===== src/rtl/adder_tree_sched_if.sv =====
// adder_tree_sched_if: request/response bundle between two operand producers, the scheduler and one result consumer
interface adder_tree_sched_if #(
  parameter int A_W = 4,
  parameter int C_W = 8
);
  logic [1:0] req_valid;
  logic [1:0] req_ready;
  logic [A_W-1:0] req0_a, req0_b, req1_a, req1_b;
  logic [C_W-1:0] req0_c, req0_d, req1_c, req1_d;
  logic rsp_valid;
  logic rsp_ready;
  logic rsp_id;
  logic [A_W:0] sum1;
  logic [C_W:0] sum2;
  logic [C_W+1:0] sum3;
  modport master (
    output req_valid, req0_a, req0_b, req0_c, req0_d, req1_a, req1_b, req1_c, req1_d, rsp_ready,
    input  req_ready, rsp_valid, rsp_id, sum1, sum2, sum3
  );
  modport slave (
    input  req_valid, req0_a, req0_b, req0_c, req0_d, req1_a, req1_b, req1_c, req1_d, rsp_ready,
    output req_ready, rsp_valid, rsp_id, sum1, sum2, sum3
  );
endinterface


===== src/rtl/adder_tree_sched.sv =====
// adder_tree_sched: one shared adder sequenced over a+b, c+d, sum1+sum2 for two round-robin requesters; ADDER_TREE_SCHED_STATS_EN adds per-requester done counters
module adder_tree_sched #(
  parameter int A_W = 4,
  parameter int C_W = 8
) (
  input  logic clk,
  input  logic reset,
  adder_tree_sched_if.slave bus
`ifdef ADDER_TREE_SCHED_STATS_EN
  ,
  output logic [15:0] done_cnt0,
  output logic [15:0] done_cnt1
`endif
);
  localparam int S_W = C_W + 2;
  localparam logic [2:0] IDLE = 3'd0;
  localparam logic [2:0] ADD1 = 3'd1;
  localparam logic [2:0] ADD2 = 3'd2;
  localparam logic [2:0] ADD3 = 3'd3;
  localparam logic [2:0] DONE = 3'd4;
  logic [2:0] state;
  logic rr;
  logic gnt_id;
  logic rsp_hs;
  logic [A_W-1:0] op_a, op_b;
  logic [C_W-1:0] op_c, op_d;
  logic [S_W-1:0] add_x, add_y, add_s;
  assign rsp_hs = bus.rsp_valid && bus.rsp_ready;
  // round-robin grant, offered only while idle; a lone requester always wins
  always_comb begin
    gnt_id = (bus.req_valid == 2'b10) ? 1'b1 : (bus.req_valid == 2'b01) ? 1'b0 : rr;
    bus.req_ready = (state == IDLE && |bus.req_valid) ? (gnt_id ? 2'b10 : 2'b01) : 2'b00;
  end
  // single shared adder, operands steered by the current step
  always_comb begin
    add_x = (state == ADD1) ? S_W'(op_a) : (state == ADD2) ? S_W'(op_c) : S_W'(bus.sum1);
    add_y = (state == ADD1) ? S_W'(op_b) : (state == ADD2) ? S_W'(op_d) : S_W'(bus.sum2);
    add_s = add_x + add_y;
  end
  // sequencer: capture on grant, one addition per step, hold result until consumed
  always_ff @(posedge clk) begin
    if (reset) begin
      state <= IDLE;
      rr <= 1'b0;
      bus.rsp_valid <= 1'b0;
      bus.rsp_id <= 1'b0;
      bus.sum1 <= '0;
      bus.sum2 <= '0;
      bus.sum3 <= '0;
      op_a <= '0;
      op_b <= '0;
      op_c <= '0;
      op_d <= '0;
    end else begin
      if (|bus.req_ready) begin
        state <= ADD1;
        rr <= ~gnt_id;
        bus.rsp_id <= gnt_id;
        op_a <= gnt_id ? bus.req1_a : bus.req0_a;
        op_b <= gnt_id ? bus.req1_b : bus.req0_b;
        op_c <= gnt_id ? bus.req1_c : bus.req0_c;
        op_d <= gnt_id ? bus.req1_d : bus.req0_d;
      end
      if (state == ADD1) begin
        bus.sum1 <= add_s[A_W:0];
        state <= ADD2;
      end
      if (state == ADD2) begin
        bus.sum2 <= add_s[C_W:0];
        state <= ADD3;
      end
      if (state == ADD3) begin
        bus.sum3 <= add_s;
        bus.rsp_valid <= 1'b1;
        state <= DONE;
      end
      if (rsp_hs) begin
        bus.rsp_valid <= 1'b0;
        state <= IDLE;
      end
    end
  end
`ifdef ADDER_TREE_SCHED_STATS_EN
  // saturating count of consumed responses per requester
  always_ff @(posedge clk) begin
    if (reset) begin
      done_cnt0 <= '0;
      done_cnt1 <= '0;
    end else if (rsp_hs) begin
      if (!bus.rsp_id && done_cnt0 != 16'hFFFF) done_cnt0 <= done_cnt0 + 16'd1;
      if (bus.rsp_id && done_cnt1 != 16'hFFFF) done_cnt1 <= done_cnt1 + 16'd1;
    end
  end
`endif
endmodule


===== src/flat_wrapper.sv =====
// flat-port wrapper written by rule: the top's interface ports become plain ports
module adder_tree_sched_flat 
#(
  parameter int A_W = 4,
  parameter int C_W = 8
)
  (clk, reset, bus_req_valid, bus_req0_a, bus_req0_b, bus_req0_c, bus_req0_d, bus_req1_a, bus_req1_b, bus_req1_c, bus_req1_d, bus_rsp_ready, bus_req_ready, bus_rsp_valid, bus_rsp_id, bus_sum1, bus_sum2, bus_sum3);
  adder_tree_sched_if #(.A_W(A_W), .C_W(C_W)) bus_i ();
  input  logic clk;
  input  logic reset;
  input wire logic [$bits(bus_i.req_valid)-1:0] bus_req_valid;
  input wire logic [$bits(bus_i.req0_a)-1:0] bus_req0_a;
  input wire logic [$bits(bus_i.req0_b)-1:0] bus_req0_b;
  input wire logic [$bits(bus_i.req0_c)-1:0] bus_req0_c;
  input wire logic [$bits(bus_i.req0_d)-1:0] bus_req0_d;
  input wire logic [$bits(bus_i.req1_a)-1:0] bus_req1_a;
  input wire logic [$bits(bus_i.req1_b)-1:0] bus_req1_b;
  input wire logic [$bits(bus_i.req1_c)-1:0] bus_req1_c;
  input wire logic [$bits(bus_i.req1_d)-1:0] bus_req1_d;
  input wire logic [$bits(bus_i.rsp_ready)-1:0] bus_rsp_ready;
  output wire logic [$bits(bus_i.req_ready)-1:0] bus_req_ready;
  output wire logic [$bits(bus_i.rsp_valid)-1:0] bus_rsp_valid;
  output wire logic [$bits(bus_i.rsp_id)-1:0] bus_rsp_id;
  output wire logic [$bits(bus_i.sum1)-1:0] bus_sum1;
  output wire logic [$bits(bus_i.sum2)-1:0] bus_sum2;
  output wire logic [$bits(bus_i.sum3)-1:0] bus_sum3;
  assign bus_i.req_valid = bus_req_valid;
  assign bus_i.req0_a = bus_req0_a;
  assign bus_i.req0_b = bus_req0_b;
  assign bus_i.req0_c = bus_req0_c;
  assign bus_i.req0_d = bus_req0_d;
  assign bus_i.req1_a = bus_req1_a;
  assign bus_i.req1_b = bus_req1_b;
  assign bus_i.req1_c = bus_req1_c;
  assign bus_i.req1_d = bus_req1_d;
  assign bus_i.rsp_ready = bus_rsp_ready;
  assign bus_req_ready = bus_i.req_ready;
  assign bus_rsp_valid = bus_i.rsp_valid;
  assign bus_rsp_id = bus_i.rsp_id;
  assign bus_sum1 = bus_i.sum1;
  assign bus_sum2 = bus_i.sum2;
  assign bus_sum3 = bus_i.sum3;
  adder_tree_sched #(.A_W(A_W), .C_W(C_W)) u_core (.clk(clk), .reset(reset), .bus(bus_i));
endmodule

===== config.mk =====
export PLATFORM = sky130hd
export DESIGN_NAME = adder_tree_sched_flat
export DESIGN_NICKNAME = d
export VERILOG_FILES = /design/src/rtl/adder_tree_sched_if.sv /design/src/rtl/adder_tree_sched.sv /design/src/flat_wrapper.sv
export SDC_FILE = /design/constraint.sdc
export NUM_CORES = 1
export LEC_CHECK = 0
export CAP_MARGIN = 20
export CORE_MARGIN = 10
export CORE_UTILIZATION = 48
export DETAILED_ROUTE_END_ITERATION = 6
export GPL_TIMING_DRIVEN = 0
export PLACE_DENSITY_LB_ADDON = 0.15
export SLEW_MARGIN = 25
export SYNTH_ARGS = -nofsm -noshare
export SYNTH_HDL_FRONTEND = slang
export SYNTH_SLANG_ARGS = --single-unit

===== constraint.sdc =====
create_clock -name clk -period 3.7 [get_ports clk]
set_input_delay 0.555 -clock clk [delete_from_list [all_inputs] [get_ports clk]]
set_output_delay 0.555 -clock clk [all_outputs]
set_load 0.005 [all_outputs]

==> flow_metrics.py <==
metrics = {
    "synth": {
        "synth_flop_cell": "dfxtp_1",
        "synth_edf_count": 0,
        "netlist_area_um2": 2790,
        "syn_area_per_cell_um2": 8.14,
        "ys_async_sr_fraction_pct": 0,
        "synth_common_cells": "54 x dfxtp_1, 54 x nand2_1, 52 x nor2_1",
        "ys_ff_latch": 54,
        "syn_nets": 404,
        "ys_top_cells_by_area": "dfxtp_1 39%, mux2i_1 9.3%, a211oi_1 8.1%",
        "synth_top_area_share_pct": 38.8,
        "yosysUniqueCellTypes": 40,
        "synth_cells": 342,
        "ys_warn_count": 0,
        "ys_seq_area_share_pct": 38.8,
        "yosysTopAreaCell": "dfxtp_1",
    },
    "timing": {
        "drv_slew": 0,
        "period_share_pct": 90.1,
        "setup_ws_ps": 365,
        "hold_ws_ps": 463,
        "period_needed_ps": 3340,
        "worst_pin_slew_ps": 539,
        "setup_viol": 0,
        "timing.setup.tns_ps": 0,
        "fmax_mhz": 300,
        "finalHoldViolations": 0,
        "skew_ps": 11.2,
        "grt_setup_unrepaired": "no",
        "max-slew-margin-rel_pct": 63.8,
    },
    "setup_path": {
        "end_kind": "flip-flop",
        "worstReg2RegEnd": "u_core.bus.sum3[8]",
        "critPathMaxFanout": 10,
        "ff2ff_path_depth": 14,
        "reg2reg_slack_ps": 360,
        "critPathRequiredTime_ps": 3920,
        "worstReg2RegStart": "u_core.state[1]",
        "arrival_ps": 3550,
        "startpoint_type": "flip-flop",
        "crit_type": "reg -> reg",
    },
    "clocking": {
        "clkLatencyLatePin_ps": 310,
        "clockRootBuffer": "clkbuf_8",
        "htreeDepth": 2,
        "cts_sinks": 54,
        "cts_buffers": 5,
        "cts_resized": 0,
        "holdBufCountCts": 0,
        "clkTransAtPathRegs_ps": 100,
        "cts_buffer_depth": 2,
        "cts_tree": "yes",
        "cts_setup_buffers": 0,
    },
    "pwr": {
        "p_leak_nw": 1.44,
        "irDropWorstVdd_mv": 0.211,
        "power_density_nw_per_um2": 411,
        "p_total_mw": 1.55,
    },
    "route": {
        "vias": 2662,
        "vias_per_cell": 5.30,
        "drt-total-wl_mm": 7.63,
        "initialDrtViolationCount": 127,
        "drc": 0,
        "detail_route.wl_per_cell_um": 15.2,
        "drt-pass1-iter-count": 4,
        "postRouteAntennaNets": 0,
    },
    "die": {
        "pin_count": 81,
        "initial_core_util_pct": 50.0,
        "die-area_um2": 9250,
        "core_area_um2": 5570,
        "rows": 27,
        "fp.dieH_um": 96.2,
        "die_width_um": 96.2,
    },
    "final_layout": {
        "fillers": 513,
        "multi_input_area_um2": 1580,
        "final_layout_size_suffix_gt1_share_pct": 5.35,
        "utilization_pct": 67.6,
        "seqCellArea_um2": 1080,
        "layout.nets": 491,
        "area_delta_synth_final_pct": 35.2,
        "diodes": 0,
    },
    "placed_design": {
        "port_buffers": 80,
        "dp_hpwl_mm": 6.18,
        "post-place-ws_ps": 404,
        "routabilityCongestion": 0.897,
    },
    "global_route": {
        "grt_use_total_pct": 16.3,
        "grt_max_degree": 18,
        "grt_pass1_wl_mm": 12.1,
        "grt_pass1_vias": 2592,
        "antenna_found_initial": 0,
        "gr-total-overflow": 0,
    },
    "worst_hold_path": {
        "hold_path_depth": 2,
        "hold_start": "u_core.bus.sum3[0]",
        "min_path_type": "reg -> reg",
        "min_to": "u_core.bus.sum3[0]",
    },
    "run": {
        "max-cap-violations": 0,
    },
    "run_status": {
        "outcome": "finished clean",
    },
}
==> layout make-up <==
class                      instances  area share (%)
sequential                        54            28.7
clock buffer                       5            1.83
clock inverter                     3           0.565
timing repair buffer              80            21.3
buffer                            23            2.86
tap                               72            2.39
multi-input combinational        261            42.0
inverter                           4           0.399
==> routing by layer <==
metal  vias to the layer above  part of all wire, %  track usage (%)
li1                       1375                    -                -
met1                      1185                   44             19.5
met2                        94                   46             27.0
met3                         8                  8.9             5.53
met4                         0                  1.0             5.16
met5                         -                    0                0
==> cells in the final DEF, fill, tap and decap left out, types with 6 or more instances in the layout <==
cell type,Yosys,routed
clkbuf_1,12,12
dfxtp_1,54,54
a21oi_1,29,29
mux2i_1,26,26
buf_2,8,8
nor2_1,52,52
ha_1,8,8
o21ai_0,6,6
a31oi_1,6,6
clkdlybuf4s50_1,0,80
nand2_1,54,54
nor3_1,9,9
a211oi_1,30,30
==> logic make-up after synthesis <==
| family | Yosys count | synth area share [%] |
|---|---|---|
| buf+inv | 27 | 4.40 |
| compound gates | 88 | 20.7 |
| simple gates | 134 | 21.1 |
| flops | 54 | 38.8 |
| xor+xnor | 3 | 0.944 |
| fa+ha+maj | 10 | 4.67 |
| mux | 26 | 9.34 |
==> critical path, cell delays in order (launching register included) <==
cell	delay [ps]
dfxtp_1	320
buf_4	160
inv_1	90
nor3_1	470
buf_2	340
nand2_1	90
a31oi_1	180
ha_1	230
inv_1	70
fa_1	420
nor2b_1	190
o31ai_1	150
a22oi_1	270
mux2i_1	220
nand2_1	60
==> per-stage QoR <==
| stage | cells | instance area [um^2] |
|---|---|---|
| finish | 502 | 3770 |
| global route | 502 | 3770 |
| CTS | 502 | 3770 |
| detailed placement | 494 | 3680 |
| global placement | 494 | 3680 |
| floorplan | 342 | 2790 |
==> worst max path at each step <==
stage	to	slack (ps)	start	depth (start not counted)
final	u_core.bus.sum3[8]	360	u_core.state[1]	14
after detailed placement	u_core.bus.sum3[8]	400	u_core.state[1]	14
after CTS	u_core.bus.sum3[8]	390	u_core.state[1]	14
after global placement	u_core.bus.sum3[8]	460	u_core.state[1]	14
after global routing	u_core.bus.sum3[8]	140	u_core.state[1]	14
after floorplan	u_core.bus.sum3[8]	940	u_core.state[1]	14
==> state kept, by name (all words and copies together), names as in the netlist <==
signal,flops
u_core.bus.rsp_id,1
u_core.bus.rsp_valid,1
u_core.bus.sum1,5
u_core.bus.sum2,9
u_core.bus.sum3,10
u_core.op_a,4
u_core.op_b,4
u_core.op_c,8
u_core.op_d,8
u_core.rr,1
u_core.state,3
==> power breakdown <==
group | internal (mW) | switching (mW)
Clock | 0.134 | 0.202
Sequential | 0.652 | 0.0496
Combinational | 0.246 | 0.267
Total | 1.03 | 0.518
Note: power is estimated with default switching activity, not from simulation.
==> RTL change (same settings) <==
`A_W` is set to 4 in 3 places; all go to 3.
--- a/src/rtl/adder_tree_sched_if.sv
+++ b/src/rtl/adder_tree_sched_if.sv
@@ -1,6 +1,6 @@
 // adder_tree_sched_if: request/response bundle between two operand producers, the scheduler and one result consumer
 interface adder_tree_sched_if #(
-  parameter int A_W = 4,
+  parameter int A_W = 3,
   parameter int C_W = 8
 );
   logic [1:0] req_valid;
--- a/src/rtl/adder_tree_sched.sv
+++ b/src/rtl/adder_tree_sched.sv
@@ -1,6 +1,6 @@
 // adder_tree_sched: one shared adder sequenced over a+b, c+d, sum1+sum2 for two round-robin requesters; ADDER_TREE_SCHED_STATS_EN adds per-requester done counters
 module adder_tree_sched #(
-  parameter int A_W = 4,
+  parameter int A_W = 3,
   parameter int C_W = 8
 ) (
   input  logic clk,
--- a/src/flat_wrapper.sv
+++ b/src/flat_wrapper.sv
@@ -1,7 +1,7 @@
 // flat-port wrapper written by rule: the top's interface ports become plain ports
 module adder_tree_sched_flat 
 #(
-  parameter int A_W = 4,
+  parameter int A_W = 3,
   parameter int C_W = 8
 )
   (clk, reset, bus_req_valid, bus_req0_a, bus_req0_b, bus_req0_c, bus_req0_d, bus_req1_a, bus_req1_b, bus_req1_c, bus_req1_d, bus_rsp_ready, bus_req_ready, bus_rsp_valid, bus_rsp_id, bus_sum1, bus_sum2, bus_sum3);
Interface: changed (5 resized); port bits go from 81 to 76. The function was not compared with the original's and may differ.
==> RTL change against the original RTL <==
Design area shrank 5.0%; combinational power is 17% lower; area after synthesis fell by 4.9%; worst setup slack better by 0.11 ns; largest cell class unchanged; wire length grew 0.98%; power decreased by 8.9%; largest power group unchanged; sequential cell count shrank 3; via count shrank 3.3%; highest routed layer unchanged; critical path depth decreased by 4; utilization is 0.71 points higher.
==> RTL change: results (changes against the original RTL) <==
* Status: completed
* CP arrival at 3.46 ns (-0.09 ns)
* Detailed-route wire length per cell at 16.30 um (+7.2%)
* Vias/cell at 5.440 (+2.6%)
* Vias at 2573 (-3.3%)
* R2R Setup Slk at 0.47 ns (+0.11 ns)
* First-pass GRT wire length at 12550 um (+3.8%)
* Crit start category: register
* R2R cell count at 10 (-4)
* Hpwl dp at 6136 um (-0.67%)
* Synth top area cells: dfxtp_1 39%, mux2i_1 8.3%, a211oi_1 7.1%
* Clk_skew at 0.009853 ns (-0.001357 ns)
* Critical-path top delay cell: or4_1
* Post_cts resized at 0 (unchanged)
* Syn avg cell area at 8.277 um2 (+1.6%)
* Share of layout cells above drive strength 1 at 4.218% (-1.1 points)
* Total of warnings raised by yosys at 0 (unchanged)
* Yosys cell types at 42 (+5.0%)
* Worst ir drop on vdd at 0.0002093 V (-0.74%)
* Num CTS Buffers at 5 (unchanged)
* CP max FO at 10 (unchanged)
* Worst-margin pin slew at 0.6314 ns (+0.09223 ns)
* Commonest cells post-synth: 51 x dfxtp_1, 41 x nand2_1, 38 x nor2_1, 27 x a21oi_1, 25 x a211oi_1
* Largest net degree at the start of global routing at 17 (-1)
* Seq/Total Area, Yosys at 38.55% (-0.27 points)
* Slowest cell delay on critical path at 0.49 ns (+0.02 ns)
* Ant diodes at 0 (unchanged)
* NumNets Final at 460 (-6.3%)
* Clk slew on worst S/H paths at around 0.090 ns
* IO buf count at 75 (-6.3%)
* Final GP Congestion at 0.9082 (+1.2%)
* Clock buffer depth at 2 (unchanged)
* Placed cells at 465 (-5.9%)
* Hold WS at 0.4631 ns (+0.0004030 ns)
* Cell leakage power at 0.001366 uW (-4.9%)
* GRT Util Overall at 17.46% (+1.1 points)
* Hold crit path type: reg -> reg
* Filler Cells Inserted at 471 (-8.2%)
* Syn nets at 378 (-6.4%)
* Iteration-0 DRC Markers at 143 (+13%)
* Clk Latency, worst-skew pair at 0.32 ns
==> RTL change: cell types whose count changed after synthesis, moves of 4 or more <==
cell	before	now
a211oi_1	30	25
and2_1	1	5
mux2i_1	26	22
nand2_1	54	41
nand3b_1	1	9
nor2_1	52	38
or3_1	0	4
==> RTL change: cell families after synthesis <==
| family | share of synthesized area (%) |
|---|---|
| multiplexers | 8.314 |
| AND/OR/NAND/NOR | 22.01 |
| XOR/XNOR | 0.3307 |
| adder cells (fa/ha/maj) | 4.913 |
| buffers and inverters | 4.062 |
| flip-flops | 38.55 |
| AO/OA/AOI/OAI | 21.82 |
==> RTL change: cell type report <==
class	instances	area [um2]	area share, %
clock buffer	6	72.57	2.029
clock inverter	2	16.27	0.4549
sequential	51	1021	28.55
timing repair buffer	75	750.7	20.99
inverter	4	15.01	0.4199
multi-input combinational	243	1520	42.51
buffer	22	92.59	2.589
tap	70	87.58	2.449
==> RTL change: layer usage <==
metal	global-route usage (%)	routed length, um	up-vias
met4	4.937	72	0
met5	0	0	-
met3	7.114	760	6
met2	28.66	3521	87
li1	-	-	1323
met1	20.33	3355	1157
==> RTL change: per-stage QoR <==
step | worst slack [ns] | area [um2]
6_report | 0.4702 | 3576
5_1_grt | 0.2468 | 3576
4_1_cts | 0.4751 | 3576
3_5_place_dp | 0.4942 | 3487
3_3_place_gp | 0.5457 | 3487
2_1_floorplan | 0.9930 | 2649
==> RTL change: power breakdown <==
group,switching [uW],internal [uW]
registers,42.5,609
clock network,196,136
logic,226,202
total,464,948
==> RTL change: path summary, 6_finish.rpt <==
| kind | startpoint | endpoint |
|---|---|---|
| hold / removal | u_core.bus.sum3[2] | u_core.bus.sum3[2] |
| hold reg to reg | u_core.bus.sum3[2] | u_core.bus.sum3[2] |
| setup reg to reg | u_core.state[1] | u_core.bus.sum2[7] |
| setup / recovery | u_core.state[1] | u_core.bus.sum2[7] |
==> RTL change: critical path: cells and delay by family (launching register included) <==
family                   cells  cell delay, ns
AO/OA/AOI/OAI                4            0.81
AND/OR/NAND/NOR              3            1.03
flip-flops                   1            0.44
adder cells (fa/ha/maj)      1            0.31
buffers and inverters        2            0.54
